===== src/rtl/gcd_pkg.sv =====
// Shared types and defaults for the GCD job arbiter and its round-robin helper.
package gcd_pkg;

  localparam int unsigned GCD_W           = 16;
  localparam int unsigned GCD_TIMEOUT_DEF = 1024;

  typedef enum logic [2:0] {
    StIdle,
    StLoadA,
    StLoadB,
    StRun,
    StResp,
    StClear
  } gcd_state_e;

endpackage


===== src/rtl/gcd_rr_arbiter.sv =====
// Combinational round-robin search: first valid requester after ptr, wrapping modulo N.
module gcd_rr_arbiter #(
  parameter int unsigned N   = 4,
  parameter int unsigned IDW = 2
) (
  input  logic [N-1:0]   valid,
  input  logic [IDW-1:0] ptr,
  output logic [N-1:0]   grant,
  output logic [IDW-1:0] idx,
  output logic           any
);

  logic [IDW-1:0] hi_idx;
  logic [IDW-1:0] lo_idx;
  logic           hi_found;

  // Downward scan leaves the lowest index in each half; the half above ptr has priority.
  always_comb begin
    hi_idx   = '0;
    lo_idx   = '0;
    hi_found = 1'b0;
    for (int i = N - 1; i >= 0; i--) begin
      if (valid[i]) begin
        if (IDW'(i) > ptr) begin
          hi_idx   = IDW'(i);
          hi_found = 1'b1;
        end else begin
          lo_idx = IDW'(i);
        end
      end
    end
  end

  assign any   = |valid;
  assign idx   = hi_found ? hi_idx : lo_idx;
  assign grant = any ? (N'(1) << idx) : '0;

endmodule


===== src/rtl/gcd_job_arbiter.sv =====
// Shares one subtractive GCD engine among N requesters; bypasses zero operands,
// aborts on timeout and clears the engine after every engine job.
module gcd_job_arbiter
  import gcd_pkg::*;
#(
  parameter int unsigned N       = 4,
  parameter int unsigned W       = GCD_W,
  parameter int unsigned IDW     = (N > 1) ? $clog2(N) : 1,
  parameter int unsigned TIMEOUT = GCD_TIMEOUT_DEF
) (
  input  logic           clk,
  input  logic           rst,
  input  logic [N-1:0]   req_valid,
  output logic [N-1:0]   req_ready,
  input  logic [N*W-1:0] req_a,
  input  logic [N*W-1:0] req_b,
  output logic           rsp_valid,
  input  logic           rsp_ready,
  output logic [W-1:0]   rsp_data,
  output logic [IDW-1:0] rsp_id,
  output logic           rsp_err,
  output logic           eng_start,
  output logic [W-1:0]   eng_data,
  output logic           eng_clr,
  input  logic           eng_done,
  input  logic [W-1:0]   eng_result,
  output logic           busy
);

  localparam int unsigned CW = $clog2(TIMEOUT);

  gcd_state_e     state_q, state_d;
  logic [IDW-1:0] ptr_q;
  logic [W-1:0]   a_q, b_q;
  logic [CW-1:0]  cnt_q;
  logic           eng_used_q;
  logic [W-1:0]   rsp_data_q;
  logic [IDW-1:0] rsp_id_q;
  logic           rsp_err_q;

  logic [N-1:0]   grant;
  logic [IDW-1:0] gidx;
  logic           any;
  logic [W-1:0]   a_sel, b_sel;
  logic           accept, zero_op, timeout_hit;

  gcd_rr_arbiter #(
    .N   (N),
    .IDW (IDW)
  ) u_rr (
    .valid (req_valid),
    .ptr   (ptr_q),
    .grant (grant),
    .idx   (gidx),
    .any   (any)
  );

  always_comb begin
    a_sel = '0;
    b_sel = '0;
    for (int i = 0; i < N; i++) begin
      if (grant[i]) begin
        a_sel = req_a[i*W +: W];
        b_sel = req_b[i*W +: W];
      end
    end
  end

  assign accept      = (state_q == StIdle) && any;
  assign zero_op     = (a_sel == '0) || (b_sel == '0);
  assign timeout_hit = (cnt_q == CW'(TIMEOUT - 1));

  always_ff @(posedge clk or posedge rst) begin
    if (rst) begin
      state_q <= StIdle;
    end else begin
      state_q <= state_d;
    end
  end

  always_comb begin
    state_d   = state_q;
    req_ready = '0;
    eng_start = 1'b0;
    eng_data  = '0;
    unique case (state_q)
      StIdle: begin
        req_ready = grant;
        if (any) state_d = zero_op ? StResp : StLoadA;
      end
      StLoadA: begin
        eng_start = 1'b1;
        eng_data  = a_q;
        state_d   = StLoadB;
      end
      StLoadB: begin
        eng_data = b_q;
        state_d  = StRun;
      end
      StRun: begin
        eng_data = b_q;
        if (eng_done || timeout_hit) state_d = StResp;
      end
      StResp: begin
        if (rsp_ready) state_d = eng_used_q ? StClear : StIdle;
      end
      StClear: state_d = StIdle;
      default: state_d = StIdle;
    endcase
  end

  always_ff @(posedge clk or posedge rst) begin
    if (rst) begin
      ptr_q      <= IDW'(N - 1);
      a_q        <= '0;
      b_q        <= '0;
      cnt_q      <= '0;
      eng_used_q <= 1'b0;
      rsp_data_q <= '0;
      rsp_id_q   <= '0;
      rsp_err_q  <= 1'b0;
    end else begin
      if (accept) begin
        a_q        <= a_sel;
        b_q        <= b_sel;
        ptr_q      <= gidx;
        rsp_id_q   <= gidx;
        rsp_err_q  <= 1'b0;
        eng_used_q <= !zero_op;
        if (zero_op) rsp_data_q <= a_sel | b_sel;
      end
      if (state_q == StLoadB) cnt_q <= '0;
      if (state_q == StRun) begin
        cnt_q <= cnt_q + 1'b1;
        // Done takes priority over a coincident timeout.
        if (eng_done) begin
          rsp_data_q <= eng_result;
          rsp_err_q  <= 1'b0;
        end else if (timeout_hit) begin
          rsp_data_q <= '0;
          rsp_err_q  <= 1'b1;
        end
      end
    end
  end

  assign rsp_valid = (state_q == StResp);
  assign rsp_data  = rsp_data_q;
  assign rsp_id    = rsp_id_q;
  assign rsp_err   = rsp_err_q;
  assign busy      = (state_q != StIdle);
  // The engine is held cleared for the whole of reset as well as after each job.
  assign eng_clr   = rst | (state_q == StClear);

endmodule


===== config.mk =====
export PLATFORM = sky130hd
export DESIGN_NAME = gcd_job_arbiter
export DESIGN_NICKNAME = d
export VERILOG_FILES = /design/src/rtl/gcd_pkg.sv /design/src/rtl/gcd_rr_arbiter.sv /design/src/rtl/gcd_job_arbiter.sv
export SDC_FILE = /design/constraint.sdc
export NUM_CORES = 1
export LEC_CHECK = 0
export ABC_AREA = 1
export CAP_MARGIN = 20
export CORE_MARGIN = 5
export CORE_UTILIZATION = 43
export DETAILED_ROUTE_END_ITERATION = 8
export PLACE_DENSITY_LB_ADDON = 0.1
export RECOVER_POWER = 100
export SYNTH_ARGS = -nofsm -noshare
export SYNTH_HDL_FRONTEND = slang
export SYNTH_SLANG_ARGS = --single-unit

===== constraint.sdc =====
create_clock -name clk -period 3.1 [get_ports clk]
set_input_delay 0.62 -clock clk [delete_from_list [all_inputs] [get_ports clk]]
set_output_delay 0.62 -clock clk [all_outputs]
set_load 0.005 [all_outputs]

==> results.json <==
{
  "ys.warnings.count": 0,
  "multiInputGateArea_um2": 2333,
  "drv_cap": 1,
  "grt_max_degree": 68,
  "chipWidth_um": 112.2,
  "cts_root_buf": "clkbuf_8",
  "insertion_delay_ns": 0.35,
  "wl_per_cell_um": 17.84,
  "violations": "capacitance limit, slew limit",
  "diodes": 0,
  "crit_required_ns": 2.48,
  "dp_slack_ns": -0.2515,
  "remaining_drc_errors": 0,
  "total_power_w": 0.006325,
  "grt_pass1_vias": 5732,
  "synth_top_area_share_pct": 36.21,
  "ios": 195,
  "grt_pass1_wl_um": 29200,
  "setup_violations": 0,
  "syn_nets": 822,
  "syn2layout_area_growth_pct": 61.95,
  "drt_iter0_markers": 527,
  "track_usage_pct": 29.02,
  "avgSynthCellArea_um2": 6.714,
  "synth_cells": 669,
  "slew_headroom_pct": -13.29,
  "htreeDepth": 3,
  "holdBufCountCts": 0,
  "clock_sinks": 67,
  "yosysTopAreaCell": "dfrtp_1",
  "cts.path.max_buffers": 2,
  "p_per_area_nw_per_um2": 869.4,
  "synth_cell_type_count": 30,
  "via_per_inst": 5.452,
  "die_area_um2": 12590,
  "finalCritPeriodShare_pct": 99.12,
  "worst_slack_ns": 0.02716,
  "hp-class": "reg -> reg",
  "peakVddDrop_v": 0.0005260,
  "vias": 5736,
  "critPathMaxFanout": 4,
  "initial_core_util_pct": 43.71,
  "regArea_um2": 1679,
  "clkTransAtPathRegs_ns": 0.07,
  "port_buffers": 194,
  "cts_tree": "done",
  "synthTopCellsByArea": "dfrtp_1 36%, nand2_1 14%, nand3_1 13%",
  "whs_ns": 0.4899,
  "fillCellCount": 851,
  "ys_ff_latch": 67,
  "crit_path_end_kind": "primary output",
  "placementRows": 37,
  "numCtsBuffers": 9,
  "ant_nets": 0,
  "max_freq_mhz": 325.4,
  "antenna_found_initial": 0,
  "period_needed_ns": 3.073,
  "grt_setup_unrepaired": "yes",
  "drive_above_1_share_pct": 12.55,
  "arrival_ns": 2.45,
  "leakage_nw": 3.322,
  "synth_area_um2": 4492,
  "grt_overflow_total": 0,
  "die_h_um": 112.2,
  "crit_type": "in -> out",
  "core_um2": 10280,
  "hold_viol_final": 0,
  "setup.worst_path.start_class": "primary input",
  "drtPass1Iterations": 5,
  "totalWireLength_um": 18770,
  "final_nets": 1064,
  "clock_skew_ns": 0.01250,
  "status": "complete, but fails checks",
  "final_max_slew_viol_count": 68,
  "dp_hpwl_um": 14220,
  "worstMarginPinSlew_ns": 1.699,
  "finalSetupTns_ns": 0,
  "gp_congestion": 0.8867,
  "seq_area_frac_synth_pct": 37.38
}
-- placed cells by master (no fill, tap or decap), types with 2 or more instances in the layout --
master / n
nand2_2: 5
clkbuf_8: 10
nand2_1: 167
dlygate4sd2_1: 3
buf_12: 7
inv_1: 75
dlygate4sd3_1: 20
dfstp_2: 2
a21oi_2: 3
xor2_1: 2
clkinv_2: 2
o22ai_1: 18
nand4_1: 35
nor2_4: 2
o21ai_0: 43
buf_4: 67
dfrtp_1: 65
a21oi_1: 18
o32ai_1: 2
nand2_4: 3
o21ai_1: 2
inv_2: 3
clkinvlp_4: 3
nor3_1: 20
nor2_1: 39
nand3_1: 115
clkdlybuf4s50_1: 171
nor2_2: 3
-- logic make-up (layout without fill, tap and decap cells) --
group	Yosys count	after routing	share of synthesized area [%]
xor gates and xnor gates	2	2	0.3900
AOI/OAI and AO/OA	91	91	11.25
buffers and inverters	119	365	11.76
DFF	67	67	37.38
and+or+nand+nor	389	390	38.94
adders and majority gates	1	1	0.2785
-- synth_stat cells (all sizes together) --
master,n
nand2,174
nand3,115
inv,78
dfrtp,65
o21ai,45
nor2,44
nand4,35
buf,23
a21oi,22
nor3,20
o22ai,18
clkbuf,16
clkinv,2
dfstp,2
o32ai,2
xor2,2
a31oi,1
ha,1
nor4,1
o211ai,1
o21a,1
o21bai,1
-- per-stage QoR --
stage | instances | util [%] | area [µm²]
6_report | 1052 | 70.78 | 7274
4_1_cts | 1042 | 69.66 | 7159
5_1_grt | 1052 | 70.78 | 7274
3_3_place_gp | 1025 | 67.58 | 6945
2_1_floorplan | 669 | - | 4492
3_5_place_dp | 1025 | 67.58 | 6945
-- worst paths after layout --
kind,from,end,slack [ns],cells past startpoint
min in group asynchronous,rst,a_q[5],1.38,3
min,rsp_id[1],rsp_id[1],0.49,2
max,req_valid[2],req_ready[3],0.03,9
min reg2reg,rsp_id[1],rsp_id[1],0.49,2
max reg2reg,ptr_q[1],rsp_data[10],0.23,19
max in group asynchronous,rst,rsp_data[12],0.70,3
-- per-layer routing --
metal / vias to the layer above / share of wire (%) / GRT usage (%)
met3: 40 / 9.3 / 6.792
met2: 329 / 47 / 47.91
li1: 2714 / - / -
met4: 0 / 2.7 / 9.696
met5: - / 0 / 0
met1: 2653 / 41 / 37.58
-- state kept, by name, summed over array words and instances, names as in the netlist --
name / flops
a_q: 16
b_q: 16
cnt_q: 10
eng_used_q: 1
ptr_q: 2
rsp_data: 16
rsp_err: 1
rsp_id: 2
state_q: 3
-- area by class of cell --
cell class / instances / area share, %
Timing Repair Buffer: 269 / 35.55
Multi-Input combinational cell: 484 / 32.08
Sequential cell: 67 / 23.08
Inverter: 80 / 4.180
Tap cell: 136 / 2.339
Clock buffer: 10 / 1.892
Clock inverter: 6 / 0.8772
-- power breakdown --
part | internal (W) | switching [W] | leakage, nW
clock | 0.000394 | 0.000369 | 0.0987
sequential | 0.00124 | 0.000158 | 0.846
combinational | 0.00184 | 0.00233 | 2.38
total | 0.00347 | 0.00285 | 3.32
-- critical path, cell delays in order --
cell and delay (ns):
clkdlybuf4s50_1 0.49, inv_1 0.09, nand2_1 0.10, nand2_1 0.08
buf_4 0.15, a21oi_4 0.18, nand2_1 0.13, nor2_2 0.11
clkdlybuf4s50_1 0.51
-- timing repair --
action / in CTS / in global routing
gates cloned: 0 / 1
endpoints found under the setup margin: 4 / 35
resized for setup: 5 / 6
pin swaps: 1 / 9
buffers inserted: 1 / 9
No activity file was read; power rests on OpenSTA's default activity.
